## src/rtl/predecode_queue.sv

```systemverilog
// Instruction queue between fetch and decode. Each instruction is predecoded once, when it is enqueued.
// Latency: an enqueue into an empty queue shows out_valid on the next cycle. There is no same-cycle bypass.
// Backpressure: in_ready = !full, taken from registered pointers only. A dequeue does not free a slot in the same cycle.
module predecode_queue #(
    parameter int DEPTH  = 4,
    parameter int ADDR_W = 32
) (
    input  logic              clk,
    input  logic              rst_n,
    input  logic              flush,
    input  logic              in_valid,
    output logic              in_ready,
    input  logic [ADDR_W-1:0] in_pc,
    input  logic [31:0]       in_inst,
    output logic              out_valid,
    input  logic              out_ready,
    output logic [ADDR_W-1:0] out_pc,
    output logic [31:0]       out_inst,
    output logic              out_is_branch_jump,
    output logic              out_is_jump,
    output logic              out_is_jump_reg,
    output logic [ADDR_W-1:0] out_branch_target,
    output logic              out_uses_rs,
    output logic              out_uses_rt,
    output logic              out_uses_rw,
    output logic [4:0]        out_rs_addr,
    output logic [4:0]        out_rt_addr,
    output logic [4:0]        out_rw_addr,
    output logic              out_illegal,
    output logic [$clog2(DEPTH):0] count
);
    localparam int IDX_W = $clog2(DEPTH);
    localparam int PTR_W = IDX_W + 1;

    typedef struct packed {
        logic [ADDR_W-1:0] pc;
        logic [31:0]       inst;
        logic              is_branch_jump;
        logic              is_jump;
        logic              is_jump_reg;
        logic [ADDR_W-1:0] target;
        logic              uses_rs;
        logic              uses_rt;
        logic              uses_rw;
        logic [4:0]        rs_addr;
        logic [4:0]        rt_addr;
        logic [4:0]        rw_addr;
        logic              illegal;
    } entry_t;

    entry_t           mem [DEPTH];
    entry_t           new_entry;
    entry_t           head_entry;
    logic [PTR_W-1:0] head, tail;
    logic             full, empty, enq, deq;

    logic [5:0] op, fn;
    logic [4:0] f_rs, f_rt, f_rd;
    logic       want_rs, want_rt, want_rw, is_br, is_jabs;
    logic [4:0] raw_rs, raw_rw;
    logic [31:0] jt32;

    assign op   = in_inst[31:26];
    assign f_rs = in_inst[25:21];
    assign f_rt = in_inst[20:16];
    assign f_rd = in_inst[15:11];
    assign fn   = in_inst[5:0];

    assign empty     = (head == tail);
    assign full      = (head[IDX_W] != tail[IDX_W]) && (head[IDX_W-1:0] == tail[IDX_W-1:0]);
    assign in_ready  = !full;
    assign out_valid = !empty;
    assign enq       = in_valid && in_ready && !flush;
    assign deq       = out_valid && out_ready && !flush;
    assign count     = tail - head;

    // Classify the offered instruction: operand usage, control-flow kind and legality
    always_comb begin
        want_rs = 1'b0;
        want_rt = 1'b0;
        want_rw = 1'b0;
        raw_rs  = f_rs;
        raw_rw  = f_rd;
        is_br   = 1'b0;
        is_jabs = 1'b0;
        new_entry = '0;
        case (op)
            6'h00: begin
                case (fn)
                    6'h20, 6'h21, 6'h22, 6'h23, 6'h24, 6'h25, 6'h26, 6'h27,
                    6'h04, 6'h06, 6'h07, 6'h2A, 6'h2B: begin
                        want_rs = 1'b1; want_rt = 1'b1; want_rw = 1'b1;
                    end
                    // constant shifts read rt, presented on the rs port
                    6'h00, 6'h02, 6'h03: begin
                        want_rs = 1'b1; raw_rs = f_rt; want_rw = 1'b1;
                    end
                    6'h08: begin
                        want_rs = 1'b1;
                        new_entry.is_branch_jump = 1'b1;
                        new_entry.is_jump        = 1'b1;
                        new_entry.is_jump_reg    = 1'b1;
                    end
                    6'h09: begin
                        want_rs = 1'b1; want_rw = 1'b1; raw_rw = 5'd31;
                        new_entry.is_branch_jump = 1'b1;
                        new_entry.is_jump        = 1'b1;
                        new_entry.is_jump_reg    = 1'b1;
                    end
                    default: new_entry.illegal = 1'b1;
                endcase
            end
            6'h01, 6'h06, 6'h07: begin want_rs = 1'b1; is_br = 1'b1; end
            6'h04, 6'h05: begin want_rs = 1'b1; want_rt = 1'b1; is_br = 1'b1; end
            6'h02: is_jabs = 1'b1;
            6'h03: begin is_jabs = 1'b1; want_rw = 1'b1; raw_rw = 5'd31; end
            6'h08, 6'h09, 6'h0A, 6'h0B, 6'h0C, 6'h0D, 6'h0E, 6'h23, 6'h30: begin
                want_rs = 1'b1; want_rw = 1'b1; raw_rw = f_rt;
            end
            6'h0F: begin want_rw = 1'b1; raw_rw = f_rt; end
            6'h2B: begin want_rs = 1'b1; want_rt = 1'b1; end
            6'h38: begin want_rs = 1'b1; want_rt = 1'b1; want_rw = 1'b1; raw_rw = f_rt; end
            6'h10: begin
                if (f_rd == 5'h17 || f_rd == 5'h18 || f_rd == 5'h19) want_rt = 1'b1;
                else new_entry.illegal = 1'b1;
            end
            default: new_entry.illegal = 1'b1;
        endcase

        // absolute jump target keeps the top nibble of pc+4, with pc zero-extended to 32 bits
        jt32 = ((32'(in_pc) + 32'd4) & 32'hF000_0000) | {4'b0000, in_inst[25:0], 2'b00};

        new_entry.pc   = in_pc;
        new_entry.inst = in_inst;
        if (is_br) begin
            new_entry.is_branch_jump = 1'b1;
            new_entry.target = in_pc + ADDR_W'(32'd4)
                             + ADDR_W'({{14{in_inst[15]}}, in_inst[15:0], 2'b00});
        end
        if (is_jabs) begin
            new_entry.is_branch_jump = 1'b1;
            new_entry.is_jump        = 1'b1;
            new_entry.target         = ADDR_W'(jt32);
        end
        // register 0 never counts as a real operand, so usage and address both drop to 0
        new_entry.uses_rs = want_rs && (raw_rs != 5'd0);
        new_entry.uses_rt = want_rt && (f_rt != 5'd0);
        new_entry.uses_rw = want_rw && (raw_rw != 5'd0);
        new_entry.rs_addr = new_entry.uses_rs ? raw_rs : 5'd0;
        new_entry.rt_addr = new_entry.uses_rt ? f_rt   : 5'd0;
        new_entry.rw_addr = new_entry.uses_rw ? raw_rw : 5'd0;
    end

    // Entry storage: cleared on reset, written at the tail on enqueue
    always_ff @(posedge clk or negedge rst_n) begin
        if (!rst_n) begin
            for (int i = 0; i < DEPTH; i++) mem[i] <= '0;
        end else if (enq) begin
            mem[tail[IDX_W-1:0]] <= new_entry;
        end
    end

    // Head/tail pointers with wrap bit; a flush returns both to zero
    always_ff @(posedge clk or negedge rst_n) begin
        if (!rst_n) begin
            head <= '0;
            tail <= '0;
        end else if (flush) begin
            head <= '0;
            tail <= '0;
        end else begin
            if (enq) tail <= tail + PTR_W'(1);
            if (deq) head <= head + PTR_W'(1);
        end
    end

    // Present the head entry to decode
    always_comb begin
        head_entry         = mem[head[IDX_W-1:0]];
        out_pc             = head_entry.pc;
        out_inst           = head_entry.inst;
        out_is_branch_jump = head_entry.is_branch_jump;
        out_is_jump        = head_entry.is_jump;
        out_is_jump_reg    = head_entry.is_jump_reg;
        out_branch_target  = head_entry.target;
        out_uses_rs        = head_entry.uses_rs;
        out_uses_rt        = head_entry.uses_rt;
        out_uses_rw        = head_entry.uses_rw;
        out_rs_addr        = head_entry.rs_addr;
        out_rt_addr        = head_entry.rt_addr;
        out_rw_addr        = head_entry.rw_addr;
        out_illegal        = head_entry.illegal;
    end
endmodule

```

## config.mk

```make
export PLATFORM = sky130hd
export DESIGN_NAME = predecode_queue
export DESIGN_NICKNAME = d
export VERILOG_FILES = /design/src/rtl/predecode_queue.sv
export SDC_FILE = /design/constraint.sdc
export NUM_CORES = 1
export LEC_CHECK = 0
export BUFFER_PORTS_ARGS = -buffer_cell sky130_fd_sc_hd__buf_2
export CELL_PAD_IN_SITES_DETAIL_PLACEMENT = 0
export CELL_PAD_IN_SITES_GLOBAL_PLACEMENT = 2
export CORE_MARGIN = 5
export CORE_UTILIZATION = 42
export CTS_CLUSTER_DIAMETER = 200
export DETAILED_ROUTE_END_ITERATION = 8
export HOLD_SLACK_MARGIN = 0.06
export PLACE_DENSITY_LB_ADDON = 0.12
export SKIP_CTS_REPAIR_TIMING = 1
export SLEW_MARGIN = 20
export SYNTH_ARGS = -nofsm -noshare
export SYNTH_HDL_FRONTEND = slang
export SYNTH_SLANG_ARGS = --single-unit
```

## constraint.sdc

```tcl
create_clock -name clk -period 4.37 [get_ports clk]
set_clock_uncertainty 0.2 [all_clocks]
set_input_delay 0.874 -clock clk [delete_from_list [all_inputs] [get_ports clk]]
set_output_delay 0.874 -clock clk [all_outputs]
set_load 0.02 [all_outputs]
```

Yosys cells after proc, flatten, opt, wreduce, memory -nomap -nowiden
Index checks and enable logic that the tools add are counted.
{"block": "classes", "bitwise": 3, "muxes": 35, "n_eq_ne": 43, "reduce_logical": 33, "n_addsub": 5, "n_lt_le_gt_ge": 3}
{"cell": "$bwmux W472", "count": 1}
{"cell": "$mux W118", "count": 3}
{"cell": "$bmux W118 S2", "count": 1}
{"cell": "$demux W118 S2", "count": 1}
{"cell": "$eq A6 B6 Y1 const B", "count": 14}
{"cell": "$mux W32", "count": 2}
{"cell": "$eq A6 B4 Y1 const B", "count": 10}
{"cell": "$eq A6 B3 Y1 const B", "count": 7}
{"cell": "$add A32 B3 Y32 const B", "count": 1}
{"cell": "$add A32 B32 Y32", "count": 1}
{"cell": "$or A32 B28 Y32", "count": 1}
{"cell": "$mux W5", "count": 6}
{"cell": "$eq A6 B2 Y1 const B", "count": 4}
{"cell": "$reduce_or A19 Y1", "count": 1}
{"cell": "$mux W3", "count": 6}
{"cell": "$reduce_or A18 Y1", "count": 1}
{"cell": "$reduce_or A17 Y1", "count": 1}
{"cell": "$reduce_or A16 Y1", "count": 1}
{"cell": "$eq A5 B5 Y1 const B", "count": 3}
{"cell": "$pmux W5 S3", "count": 1}
{"cell": "$reduce_bool A5 Y1", "count": 3}
{"cell": "$reduce_or A13 Y1", "count": 1}
{"cell": "$logic_not A6 Y1", "count": 2}
{"cell": "$reduce_or A12 Y1", "count": 1}
{"cell": "23 further kinds", "count": 49}
{"block": "word_totals", "input_bits": 69, "ff_bits": 478, "output_inout_bits": 123}

Depth between registers and ports, before layout
{"block": "logic_depth", "depth_word": 8, "ltp_mapped": 16, "mapped_depth_nobuf": 14}

Worst setup path after synthesis
Ideal clock, no wire load.
{"block": "synth_path", "kind": "in2reg", "startpoint": "input in_pc[4]", "endpoint": "register mem[283] in the netlist's numbering", "stages": 15, "required_time_ns": 4.033, "t_arrival_ns": 3.737, "path_slack_ns": 0.296, "setup_time_ns": 0.137, "cell_sequence": "buf_2 -> nand4_1 -> or2_2 -> nor2_1 -> nand4_1 -> xnor2_1 -> ha_1 -> and2_1 -> nand3_1 -> o221ai_1 -> o211ai_1 -> a21oi_1 -> or3_1 -> a31oi_1 -> a21oi_1"}
{"block": "synth_between", "elab_chain_cells": 5}
{"element": "from (decl)", "line": "13", "text": "input logic [ADDR_W-1:0] in_pc,"}
{"element": "$add A32 B3 Y32 *", "line": "131, 137"}
{"element": "$add A32 B32 Y32", "line": "138", "text": "+ ADDR_W'({{14{in_inst[15]}}, in_inst[15:0], 2'b00});"}
{"element": "$mux W32", "line": "135", "text": "if (is_br) begin"}
{"element": "$mux W32 *", "line": "140", "text": "if (is_jabs) begin"}
{"element": "$bwmux W472 *", "line": "159", "text": "mem[tail[IDX_W-1:0]] <= new_entry;"}
{"element": "to (signal, indexed assignment)", "line": "159"}
{"element": "to (decl)", "line": "51", "text": "entry_t mem [DEPTH];"}
Mark *: on every way between the ends. The rest lies on a longest branch, timed or not.
A chain may end at the register's enable or synchronous reset.

Worst setup path after layout
{"block": "layout_path", "startpoint": "input in_pc[5]", "endpoint": "register mem[395] in the netlist's numbering"}
{"block": "layout_between", "elab_chain_cells": 5}
{"element": "$add A32 B3 Y32", "line": "137", "text": "new_entry.target = in_pc + ADDR_W'(32'd4)"}
{"element": "$add A32 B32 Y32", "line": "138"}
{"element": "$mux W32", "line": "135"}
{"element": "$mux W32", "line": "140"}
{"element": "$bwmux W472", "line": "159"}
No other way between the ends.

==> results.yml <==
worst_setup_path:
  arrival_ns: 4.03
  slowest_stage: "or2_2"
  reg2reg_depth: 10
  worst-path-buf-inv: 1
  cp_max_fo: 4
  worst_r2r_endpoint: "mem[399]"
  crit_type: "in2reg"
  crit_chain: "buf_2 > nand4_1 > or2_2 > nor2_1 > nand4_1 > xnor2_1 > ha_1 > a211oi_1 > o21bai_1 > a31o_2 > a31oi_1 > o21a_1 > xnor2_1 > a22oi_1 > o21ai_0"
  crit_path_end: "mem[395]"
  timing.rr.start: "head[1]"
  path_delay_family: "compound AO/OA/AOI/OAI gates"
  critPathLaunch: "in_pc[5]"
  start_kind: "input port"
  critical_path_required_ns: 4.62
  cp_num_cells: 15
  crit_path_max_incr_delay_ns: 0.36
  cp-end-kind: "flop"
  reg2reg_slack_ns: 0.99
yosys:
  seq_area_frac_synth_pct: 50.8
  synth_area_per_cell_um2: 9.62
  postSynthCellCount: 2450
  synth_cell_types: 67
  yosys_most_used_dff: "dfrtp_1"
  ys_ff_latch: 478
  synth_warnings: 0
  synthArstFlopShare_pct: 100
  synth_nets: 2563
  synth_edf_count: 0
  netlist_area_mm2: 0.0236
sta:
  whs_ns: 0.0755
  tightest_slew_ns: 0.997
  grt_setup_unrepaired: "no"
  finalSetupTns_ns: 0
  finalHoldViolations: 0
  fin_crit_ns: 3.77
  setup_viol: 0
  fmax_mhz: 265
  slew_violations: 0
  max_slew_margin_pct: 33.6
  period_share_pct: 86.4
detailed_routing:
  vias_per_cell: 5.36
  drt_iter0_markers: 1309
  postRouteWirelength_um: 70700
  drc_errors: 0
  post_drt_wl_per_cell_um: 21.0
  vias: 18100
  ant_nets: 0
  dr.pass1.iters: 5
run_status:
  outcome: "completed"
final_layout:
  final_common_cell: "nand2_1"
  final_cells: 3368
  drive_gt1_share_pct: 18.5
  fill_cells: 5191
  layout_common_cells: "nand2_1, dfrtp_1, o21ai_0"
  syn_to_final_growth_pct: 15.7
  final_net_count: 2690
power:
  p_leak_nw: 13.0
  p_total_mw: 13.8
  power_density_mw_per_mm2: 506
  max-vdd-ir-drop_uv: 351
grt:
  grt_pass1_wl_um: 111000
  grt_usage_pct: 23.3
  busiest_layer: "met2"
  grt_max_degree: 176
  grt.overflow.total: 0
  grt_pass1_vias: 18400
  grtUsageMet3_pct: 3.59
  grtUsageMet1_pct: 32.5
  antenna_found_initial: 4
  grt_util_met2_pct: 39.0
floorplanning:
  fp.dieArea_mm2: 0.0609
  core_mm2: 0.0553
  die_y_um: 247
  die_x_um: 247
  ios: 192
  start_util_pct: 42.6
  rows: 86
cts:
  path_clk_slew_ns: 0.06
  tritoncts: "built"
  clock-sinks: 478
  clk_path_buf_depth: 3
  ctsRootBufferMaster: "clkbuf_16"
  cts_buffers: 54
  clock_latency_ns: 0.60
  htreeDepth: 2
min_path:
  hp-class: "in2async"
placement:
  dp.cells: 3269
  globalplace.congestion: 0.853
  io_buffer_count: 191
  dp_hpwl_um: 44600
flow_run:
  maxCapViolCount: 0
==> logic make-up after synthesis <==
kind of cell	after synthesis	share of synthesized area (%)
simple gates	1116	18.9
flops	478	50.8
compound gates	415	10.3
buf+inv	207	3.56
mux	133	11.9
xor+xnor	57	2.12
fa+ha+maj	44	2.40
==> cells in the mapped netlist, types with 5 or more instances <==
| master | n | area [um2] |
|---|---|---|
| nor2_1 | 60 | 225 |
| mux2i_1 | 14 | 140 |
| and3_1 | 5 | 31.3 |
| o21ai_1 | 21 | 105 |
| nand3_1 | 27 | 135 |
| o21ai_0 | 235 | 1180 |
| a21o_1 | 21 | 158 |
| o21a_1 | 6 | 45.0 |
| a211oi_1 | 5 | 37.5 |
| o21bai_1 | 6 | 45.0 |
| mux4_2 | 118 | 2660 |
| and2_1 | 8 | 50.1 |
| buf_2 | 36 | 180 |
| o211ai_1 | 9 | 67.6 |
| a31oi_1 | 6 | 37.5 |
| nor2b_1 | 7 | 43.8 |
| nand2_1 | 951 | 3570 |
| xnor2_1 | 37 | 324 |
| clkbuf_1 | 112 | 420 |
| a22oi_1 | 27 | 203 |
| nor3_1 | 13 | 65.1 |
| xor2_1 | 20 | 175 |
| inv_1 | 23 | 86.3 |
| a21oi_1 | 48 | 240 |
| ha_1 | 42 | 526 |
| dfrtp_1 | 478 | 12000 |
| nand2b_1 | 5 | 31.3 |
| buf_1 | 32 | 120 |
| nand4_1 | 17 | 106 |
==> power by group <==
group	internal (mW)	switching [mW]	leakage (nW)	total, mW
Clock	2.88	1.88	0.912	4.76
Sequential	5.27	0.439	6.33	5.71
Combinational	1.36	1.94	5.76	3.31
Total	9.52	4.26	13.0	13.8
==> per-stage QoR <==
stage	setup WS [ns]	cell area, um2	util, %
6_report	0.596	27300	49.3
3_5_place_dp	-0.0111	25400	45.9
3_3_place_gp	0.0399	25400	45.9
2_1_floorplan	0.296	23600	-
5_1_grt	0.314	27300	49.3
4_1_cts	0.586	27300	49.3
==> metal layers <==
metal / part of all wire, % / routed length, um
met1: 45 / 31800
met2: 48 / 34100
met3: 4.6 / 3240
met4: 2.1 / 1460
met5: 0.028 / 20
==> worst min path at each step <==
stage / endpoint / cells past startpoint / slack (ns) / startpoint
after detailed placement: mem[222] / 2 / 0.26 / mem[222]
after global routing: mem[27] / 1 / 0.13 / rst_n
after global placement: mem[326] / 2 / 0.25 / mem[326]
after floorplan: mem[176] / 2 / 0.24 / mem[176]
after CTS: mem[24] / 1 / 0.11 / rst_n
final: mem[27] / 1 / 0.08 / rst_n
==> flip-flops by register name, indices dropped and copies added, names as in the netlist <==
register	flops
mem	472
tail	3
head	3
==> layout make-up <==
cell class / count / area [um2] / area share [%]
Tap cell: 748 / 936 / 3.43
Sequential cell: 478 / 12000 / 43.9
Clock inverter: 18 / 290 / 1.06
Antenna cell: 1 / 2.50 / 0.00918
Clock buffer: 80 / 1560 / 5.72
Inverter: 24 / 90.1 / 0.330
Multi-Input combinational cell: 1765 / 10800 / 39.6
Timing Repair Buffer: 254 / 1610 / 5.92
No activity file was read; power rests on OpenSTA's default activity.
